[src/rtl/spi_shift_engine_if.sv]
// -----------------------------------------------------------------------------
// spi_shift_engine_if
//
// Bundles every non-clock signal of the SPI shift engine: the request side
// coming from the register block (start strobe, transmit byte, mode and baud
// fields), the serial pins (SCLK, SS, MOSI, MISO) and the status returned to
// the register block (tip, receive strobe, received byte).
//
// Modports:
//   master : register block / bench side. Drives requests, config and miso_i;
//            observes serial outputs and status.
//   slave  : the shift engine itself.
//
// Signals:
//   send_data_i     start request, sampled every PCLK
//   mosi_data_i     byte to transmit, captured at start
//   mstr_i          master enable
//   cpol_i          clock polarity (SCLK idle level)
//   cpha_i          clock phase (0: sample on odd edges, 1: on even edges)
//   lsbfe_i         1: LSB first, 0: MSB first
//   spi_mode_i      00 run, 01 wait, 10 stop
//   sppr_i, spr_i   baud prescaler / rate selects
//   miso_i          serial input
//   sclk_o          serial clock
//   ss_o            slave select, active low
//   mosi_o          serial output
//   tip_o           transfer in progress
//   receive_data_o  one-cycle pulse, miso_data_o holds a fresh byte
//   miso_data_o     last received byte
// -----------------------------------------------------------------------------
interface spi_shift_engine_if #(
    parameter int DATA_WIDTH = 8
);
    logic                  send_data_i;
    logic [DATA_WIDTH-1:0] mosi_data_i;
    logic                  mstr_i;
    logic                  cpol_i;
    logic                  cpha_i;
    logic                  lsbfe_i;
    logic [1:0]            spi_mode_i;
    logic [2:0]            sppr_i;
    logic [2:0]            spr_i;
    logic                  miso_i;

    logic                  sclk_o;
    logic                  ss_o;
    logic                  mosi_o;
    logic                  tip_o;
    logic                  receive_data_o;
    logic [DATA_WIDTH-1:0] miso_data_o;

    modport master (
        output send_data_i,
        output mosi_data_i,
        output mstr_i,
        output cpol_i,
        output cpha_i,
        output lsbfe_i,
        output spi_mode_i,
        output sppr_i,
        output spr_i,
        output miso_i,
        input  sclk_o,
        input  ss_o,
        input  mosi_o,
        input  tip_o,
        input  receive_data_o,
        input  miso_data_o
    );

    modport slave (
        input  send_data_i,
        input  mosi_data_i,
        input  mstr_i,
        input  cpol_i,
        input  cpha_i,
        input  lsbfe_i,
        input  spi_mode_i,
        input  sppr_i,
        input  spr_i,
        input  miso_i,
        output sclk_o,
        output ss_o,
        output mosi_o,
        output tip_o,
        output receive_data_o,
        output miso_data_o
    );
endinterface

[src/rtl/spi_shift_engine.sv]
// -----------------------------------------------------------------------------
// spi_shift_engine
//
// Serial back end of the SPI controller. On a start request from the register
// block it latches the configuration and transmit byte, then runs one
// full-duplex transfer in master mode: SS low for a lead half-period,
// 2*DATA_WIDTH SCLK edges spaced one half-period apart, and a trailing
// half-period before SS is released and the received byte is returned with a
// one-cycle receive_data_o strobe.
//
// Half-period H = (sppr+1) * 2^spr PCLK cycles (1..1024).
//
// Ports:
//   PCLK    system clock, all logic on the rising edge
//   PRESET  asynchronous active-high reset
//   bus     spi_shift_engine_if.slave (requests, serial pins, status)
// -----------------------------------------------------------------------------
module spi_shift_engine #(
    parameter int DATA_WIDTH = 8
) (
    input  logic              PCLK,
    input  logic              PRESET,
    spi_shift_engine_if.slave bus
);

    localparam int          EDGES     = 2 * DATA_WIDTH;
    localparam int          EW        = $clog2(EDGES + 1);
    localparam logic [1:0]  MODE_STOP = 2'b10;

    typedef enum logic [1:0] {
        IDLE  = 2'b00,
        LEAD  = 2'b01,
        XFER  = 2'b10,
        TRAIL = 2'b11
    } state_t;

    // Reload value for the half-period down-counter (H-1).
    function automatic logic [10:0] half_m1(input logic [2:0] pr, input logic [2:0] r);
        logic [10:0] h;
        h = (11'(pr) + 11'd1) << r;
        return h - 11'd1;
    endfunction

    state_t                state_reg, state_next;
    logic [10:0]           cnt_reg, cnt_next;
    logic [EW-1:0]         edge_reg, edge_next;
    logic [DATA_WIDTH-1:0] shift_reg, shift_next;

    // Configuration copies taken at start; the live inputs are ignored
    // until the next transfer.
    logic                  cpol_reg, cpol_next;
    logic                  cpha_reg, cpha_next;
    logic                  lsbfe_reg, lsbfe_next;
    logic [2:0]            sppr_reg, sppr_next;
    logic [2:0]            spr_reg, spr_next;

    logic                  sclk_reg, sclk_next;
    logic                  ss_reg, ss_next;
    logic                  mosi_reg, mosi_next;
    logic                  tip_reg, tip_next;
    logic                  rd_reg, rd_next;
    logic [DATA_WIDTH-1:0] miso_data_reg, miso_data_next;

    logic [10:0]           reload_lat;
    logic [10:0]           reload_in;
    logic [DATA_WIDTH-1:0] shift_msb;
    logic [DATA_WIDTH-1:0] shift_lsb;
    logic                  drive_bit;

    assign reload_lat = half_m1(sppr_reg, spr_reg);
    assign reload_in  = half_m1(bus.sppr_i, bus.spr_i);

    // Shift candidates: MSB-first moves left and inserts the sample at bit 0,
    // LSB-first moves right and inserts the sample at the top bit.
    genvar gi;
    generate
        for (gi = 0; gi < DATA_WIDTH; gi++) begin : g_shift
            if (gi == 0) begin : g_msb_in
                assign shift_msb[gi] = bus.miso_i;
            end else begin : g_msb_mv
                assign shift_msb[gi] = shift_reg[gi-1];
            end
            if (gi == DATA_WIDTH - 1) begin : g_lsb_in
                assign shift_lsb[gi] = bus.miso_i;
            end else begin : g_lsb_mv
                assign shift_lsb[gi] = shift_reg[gi+1];
            end
        end
    endgenerate

    // The outgoing bit always sits at the end the register shifts out of.
    assign drive_bit = lsbfe_reg ? shift_reg[0] : shift_reg[DATA_WIDTH-1];

    // -------------------------------------------------------------------------
    // State and output registers
    // -------------------------------------------------------------------------
    always_ff @(posedge PCLK or posedge PRESET) begin
        if (PRESET) begin
            state_reg     <= IDLE;
            cnt_reg       <= '0;
            edge_reg      <= '0;
            shift_reg     <= '0;
            cpol_reg      <= 1'b0;
            cpha_reg      <= 1'b0;
            lsbfe_reg     <= 1'b0;
            sppr_reg      <= '0;
            spr_reg       <= '0;
            sclk_reg      <= 1'b0;
            ss_reg        <= 1'b1;
            mosi_reg      <= 1'b0;
            tip_reg       <= 1'b0;
            rd_reg        <= 1'b0;
            miso_data_reg <= '0;
        end else begin
            state_reg     <= state_next;
            cnt_reg       <= cnt_next;
            edge_reg      <= edge_next;
            shift_reg     <= shift_next;
            cpol_reg      <= cpol_next;
            cpha_reg      <= cpha_next;
            lsbfe_reg     <= lsbfe_next;
            sppr_reg      <= sppr_next;
            spr_reg       <= spr_next;
            sclk_reg      <= sclk_next;
            ss_reg        <= ss_next;
            mosi_reg      <= mosi_next;
            tip_reg       <= tip_next;
            rd_reg        <= rd_next;
            miso_data_reg <= miso_data_next;
        end
    end

    // -------------------------------------------------------------------------
    // Next-state and output logic
    // -------------------------------------------------------------------------
    logic          halt;
    logic          tick;
    logic [EW-1:0] edge_num;
    logic          sample_edge;

    always_comb begin
        state_next     = state_reg;
        cnt_next       = cnt_reg;
        edge_next      = edge_reg;
        shift_next     = shift_reg;
        cpol_next      = cpol_reg;
        cpha_next      = cpha_reg;
        lsbfe_next     = lsbfe_reg;
        sppr_next      = sppr_reg;
        spr_next       = spr_reg;
        sclk_next      = sclk_reg;
        ss_next        = ss_reg;
        mosi_next      = mosi_reg;
        tip_next       = tip_reg;
        rd_next        = 1'b0;
        miso_data_next = miso_data_reg;

        // Wait mode (01) deliberately does not appear here.
        halt        = !bus.mstr_i || (bus.spi_mode_i == MODE_STOP);
        tick        = (cnt_reg == 11'd0);
        edge_num    = edge_reg + EW'(1);
        // CPHA=0 samples on odd edges, CPHA=1 on even edges.
        sample_edge = cpha_reg ? !edge_num[0] : edge_num[0];

        case (state_reg)
            IDLE: begin
                sclk_next = bus.cpol_i;
                ss_next   = 1'b1;
                tip_next  = 1'b0;
                if (bus.send_data_i && !halt) begin
                    cpol_next  = bus.cpol_i;
                    cpha_next  = bus.cpha_i;
                    lsbfe_next = bus.lsbfe_i;
                    sppr_next  = bus.sppr_i;
                    spr_next   = bus.spr_i;
                    shift_next = bus.mosi_data_i;
                    cnt_next   = reload_in;
                    edge_next  = '0;
                    ss_next    = 1'b0;
                    tip_next   = 1'b1;
                    state_next = LEAD;
                    // CPHA=0 slaves sample on the first edge, so the first
                    // bit must already be on the line during the lead time.
                    if (!bus.cpha_i) begin
                        mosi_next = bus.lsbfe_i ? bus.mosi_data_i[0]
                                                : bus.mosi_data_i[DATA_WIDTH-1];
                    end
                end
            end

            LEAD, XFER: begin
                if (halt) begin
                    state_next = IDLE;
                    ss_next    = 1'b1;
                    tip_next   = 1'b0;
                    sclk_next  = cpol_reg;
                end else if (tick) begin
                    cnt_next  = reload_lat;
                    edge_next = edge_num;
                    sclk_next = !sclk_reg;
                    if (sample_edge) begin
                        shift_next = lsbfe_reg ? shift_lsb : shift_msb;
                    end else if (edge_num != EW'(EDGES)) begin
                        mosi_next = drive_bit;
                    end
                    state_next = (edge_num == EW'(EDGES)) ? TRAIL : XFER;
                end else begin
                    cnt_next = cnt_reg - 11'd1;
                end
            end

            TRAIL: begin
                if (halt) begin
                    state_next = IDLE;
                    ss_next    = 1'b1;
                    tip_next   = 1'b0;
                    sclk_next  = cpol_reg;
                end else if (tick) begin
                    // Returning to IDLE here forces one idle cycle before
                    // the next start can be accepted.
                    state_next     = IDLE;
                    ss_next        = 1'b1;
                    tip_next       = 1'b0;
                    miso_data_next = shift_reg;
                    rd_next        = 1'b1;
                end else begin
                    cnt_next = cnt_reg - 11'd1;
                end
            end

            default: begin
                state_next = IDLE;
            end
        endcase
    end

    assign bus.sclk_o         = sclk_reg;
    assign bus.ss_o           = ss_reg;
    assign bus.mosi_o         = mosi_reg;
    assign bus.tip_o          = tip_reg;
    assign bus.receive_data_o = rd_reg;
    assign bus.miso_data_o    = miso_data_reg;

endmodule

[src/flat_wrapper.sv]
// flat-port wrapper written by rule: the top's interface ports become plain ports
module spi_shift_engine_flat 
#(
    parameter int DATA_WIDTH = 8
)
  (PCLK, PRESET, bus_send_data_i, bus_mosi_data_i, bus_mstr_i, bus_cpol_i, bus_cpha_i, bus_lsbfe_i, bus_spi_mode_i, bus_sppr_i, bus_spr_i, bus_miso_i, bus_sclk_o, bus_ss_o, bus_mosi_o, bus_tip_o, bus_receive_data_o, bus_miso_data_o);
  spi_shift_engine_if #(.DATA_WIDTH(DATA_WIDTH)) bus_i ();
  input  logic PCLK;
  input  logic PRESET;
  input wire logic [$bits(bus_i.send_data_i)-1:0] bus_send_data_i;
  input wire logic [$bits(bus_i.mosi_data_i)-1:0] bus_mosi_data_i;
  input wire logic [$bits(bus_i.mstr_i)-1:0] bus_mstr_i;
  input wire logic [$bits(bus_i.cpol_i)-1:0] bus_cpol_i;
  input wire logic [$bits(bus_i.cpha_i)-1:0] bus_cpha_i;
  input wire logic [$bits(bus_i.lsbfe_i)-1:0] bus_lsbfe_i;
  input wire logic [$bits(bus_i.spi_mode_i)-1:0] bus_spi_mode_i;
  input wire logic [$bits(bus_i.sppr_i)-1:0] bus_sppr_i;
  input wire logic [$bits(bus_i.spr_i)-1:0] bus_spr_i;
  input wire logic [$bits(bus_i.miso_i)-1:0] bus_miso_i;
  output wire logic [$bits(bus_i.sclk_o)-1:0] bus_sclk_o;
  output wire logic [$bits(bus_i.ss_o)-1:0] bus_ss_o;
  output wire logic [$bits(bus_i.mosi_o)-1:0] bus_mosi_o;
  output wire logic [$bits(bus_i.tip_o)-1:0] bus_tip_o;
  output wire logic [$bits(bus_i.receive_data_o)-1:0] bus_receive_data_o;
  output wire logic [$bits(bus_i.miso_data_o)-1:0] bus_miso_data_o;
  assign bus_i.send_data_i = bus_send_data_i;
  assign bus_i.mosi_data_i = bus_mosi_data_i;
  assign bus_i.mstr_i = bus_mstr_i;
  assign bus_i.cpol_i = bus_cpol_i;
  assign bus_i.cpha_i = bus_cpha_i;
  assign bus_i.lsbfe_i = bus_lsbfe_i;
  assign bus_i.spi_mode_i = bus_spi_mode_i;
  assign bus_i.sppr_i = bus_sppr_i;
  assign bus_i.spr_i = bus_spr_i;
  assign bus_i.miso_i = bus_miso_i;
  assign bus_sclk_o = bus_i.sclk_o;
  assign bus_ss_o = bus_i.ss_o;
  assign bus_mosi_o = bus_i.mosi_o;
  assign bus_tip_o = bus_i.tip_o;
  assign bus_receive_data_o = bus_i.receive_data_o;
  assign bus_miso_data_o = bus_i.miso_data_o;
  spi_shift_engine #(.DATA_WIDTH(DATA_WIDTH)) u_core (.PCLK(PCLK), .PRESET(PRESET), .bus(bus_i));
endmodule
[config.mk]
export PLATFORM = sky130hd
export DESIGN_NAME = spi_shift_engine_flat
export DESIGN_NICKNAME = d
export VERILOG_FILES = /design/src/rtl/spi_shift_engine_if.sv /design/src/rtl/spi_shift_engine.sv /design/src/flat_wrapper.sv
export SDC_FILE = /design/constraint.sdc
export NUM_CORES = 1
export LEC_CHECK = 0
export BUFFER_PORTS_ARGS = -buffer_cell sky130_fd_sc_hd__clkbuf_2
export CAP_MARGIN = 25
export CORE_ASPECT_RATIO = 0.6
export CORE_MARGIN = 2
export CORE_UTILIZATION = 39
export CTS_CLUSTER_SIZE = 30
export DETAILED_ROUTE_END_ITERATION = 10
export RECOVER_POWER = 50
export SYNTH_ARGS = -nofsm -noshare
export SYNTH_HDL_FRONTEND = slang
export SYNTH_SLANG_ARGS = --single-unit
[constraint.sdc]
create_clock -name PCLK -period 3 [get_ports PCLK]
set_input_delay 0.6 -clock PCLK [delete_from_list [all_inputs] [get_ports PCLK]]
set_output_delay 0.6 -clock PCLK [all_outputs]
set_load 0.005 [all_outputs]
==> qor.csv <==
metric;value;unit
Mapped Cells;439;
Met2 Routed Length;3880;um
utilization after layout;0.460;
DR DRC count;0;
antenna violations before repair;0;
most common cell after layout, fill and taps aside;nand2_1;
VDD IR max;0.367;mV
CP delay by family, top;simple AND/OR/NAND/NOR gates;
DRT iter0 DRCs;322;
CP cell instances;inv_1, ha_1, or2b_1, nor4_1, and2_1, buf_4, nand2_1, or3_1, o2111ai_1, o221a_2;
clk_lat worst skew;0.30;ns
H-tree depth;2;
crit path time final;2.79;ns
CTS buffer count;5;
Syn Std Cell Area;3740;um^2
die height;79.9;um
Final Wtd Congestion;0.933;
WP buf/inv;2;
Post-DP HPWL;7640;um
first-pass GRT wire length;16600;um
Slew Limit Fails;0;
CP endpoint kind;flop;
DR pass1 iterations;4;
I/O pin cnt;37;
Req. time, crit path;3.24;ns
IO Port Bufs;36;
fraction of registers with async set/reset;1.00;
routed wire length;10100;um
Startpoint Class;flop;
Pwr Total;0.00457;W
postcts setup bufs;0;
Metal-1 WL;5620;um
endpoints failing setup;0;
Power Dens Cells;1070;nW/um^2
dpl cell area;4120;um^2
highest metal used;met4;
Final Hold Viols;0;
sequential area share after synthesis;0.321;
largest net degree at the start of global routing;41;
FILL cells;932;
Crit Path Category;flop to flop;
status;finished clean;
Antenna Nets Post-Route;0;
FF+latch count, synth;48;
nets@finish;513;
Crit path largest cell delay;0.52;ns
max FFs per register;11;
Worst Max-Slew Pin Slew;1.05;ns
synth unique cells;72;
Via density;5.67;
post-route cell area;4260;um^2
Die Area;10400;um^2
Worst Hold Class;input port to async pin;
Core Area;9260;um^2
Slew HR;0.300;
vias post-DR;3459;
share of cells above drive strength 1;0.215;
most frequent cells in the layout;nand2_1, dfrtp_1, clkbuf_2;
clk sinks;48;
Max-Cap Viols;0;
Initial Utilization;0.404;
fmax;359;MHz
RSZ-0062 raised after global routing;no;
number of global-route vias before repair;3205;
ys flop type;dfrtp_1;
r2r setup slk;0.21;ns
setup_tns;0;ns
worst hold slack;0.224;ns
TritonCTS clock tree;done;
CTS Hold Bufs;0;
Row Count;27;
Tcrit/Tclk final;0.930;
Post-Syn Nets;473;
die width;130;um
post-cts resize count;0;
WL met3;516;um
clk_skew;0.0105;ns
clk slew on worst S/H paths;0.08;ns
CP arrival;3.03;ns
cell taking the most area after synthesis;dfrtp_1;
Remaining Overflow, GRT;0;
top-area cell type share of the netlist area;0.314;
ANT cells;0;
WL/cell;16.6;um
Clk Tree Root Cell;clkbuf_16;
aggregate global-route resource usage;0.206;
Area contributors post-synth;dfrtp_1, nand2_1, mux2_2;
Syn Area/Cell;8.52;um^2
CP max FO;7;
Leakage Power;1.84;nW
yosys warns;0;
clock tree buffer depth;2;
Area Growth Syn to Fin;13.9;%
number of synthesized flops with an enable pin;0;
Slowest cell on crit path;nor4_1;
## kinds of logic after synthesis
group	synth area share
XOR/XNOR	0.0559
flip-flops	0.321
multiplexers	0.0890
AND/OR/NAND/NOR	0.222
buffers and inverters	0.0498
AO/OA/AOI/OAI	0.229
adder cells (fa/ha/maj)	0.0334
## synth_stat cells (5+ instances only)
cell      number
nand2_1       57
xor2_1        12
nor4_1         5
xnor2_1       10
nor3b_1        6
o211ai_1      12
a31oi_1        5
mux2i_1       13
clkbuf_1       9
nor2b_1        7
dfrtp_1       47
ha_1          10
buf_2          8
o21ai_0       35
nor2_1        27
inv_1         16
a22oi_1        6
mux2_2        18
nand3_1       13
nor3_1        10
nand2b_1       6
a21oi_1       18
## per-stage QoR
step                std cells  setup WS (ns)
floorplan                 439          0.323
global placement          602          0.140
detailed placement        602         0.0841
CTS                       610          0.281
global route              610         0.0360
finish                    610          0.211
## power by group
part / internal (W) / leakage (nW) / total (W) / switching, W
sequential: 0.000882 / 0.609 / 0.00119 / 0.000308
clock: 0.000316 / 0.0708 / 0.000599 / 0.000283
combinational: 0.00115 / 1.16 / 0.00278 / 0.00163
total: 0.00234 / 1.84 / 0.00457 / 0.00222
## worst reg2reg max path: cells and delay by family, from the launching register on
family,cells,cell delay [ns]
simple gates,5,1.52
fa+ha+maj,1,0.19
compound gates,2,0.32
flops,1,0.43
buf+inv,2,0.27
## layout make-up
type / instances / area (um^2) / area share
Clock inverter: 3 / 25.0 / 0.00587
Inverter: 16 / 60.1 / 0.0141
Clock buffer: 5 / 125 / 0.0294
Multi-Input combinational cell: 351 / 2350 / 0.552
Sequential cell: 48 / 1200 / 0.282
Tap cell: 130 / 163 / 0.0382
Timing Repair Buffer: 57 / 334 / 0.0784
## final timing paths
| path | start | to | cells after the start |
|---|---|---|---|
| min in group PCLK | u_core.bus.tip_o$_DFFE_PP0P_ | u_core.bus.tip_o$_DFFE_PP0P_ | 2 |
| max in group asynchronous | PRESET | u_core.cnt_reg[3]$_DFFE_PP0P_ | 3 |
| worst max-delay path | u_core.cnt_reg[0]$_DFFE_PP0P_ | u_core.cnt_reg[7]$_DFFE_PP0P_ | 10 |
| worst min register to register | u_core.bus.tip_o$_DFFE_PP0P_ | u_core.bus.tip_o$_DFFE_PP0P_ | 2 |
| worst max register to register | u_core.cnt_reg[0]$_DFFE_PP0P_ | u_core.cnt_reg[7]$_DFFE_PP0P_ | 10 |
| worst min-delay path | PRESET | u_core.bus.miso_data_o[6]$_DFFE_PP0P_ | 2 |
## per-layer routing
metal  GRT usage  vias to the layer above
li1            -                     1692
met1       0.340                     1666
met2       0.262                       90
met3      0.0422                       11
met4      0.0489                        0
met5           0                        -
Note: power is estimated with default switching activity, not from simulation.
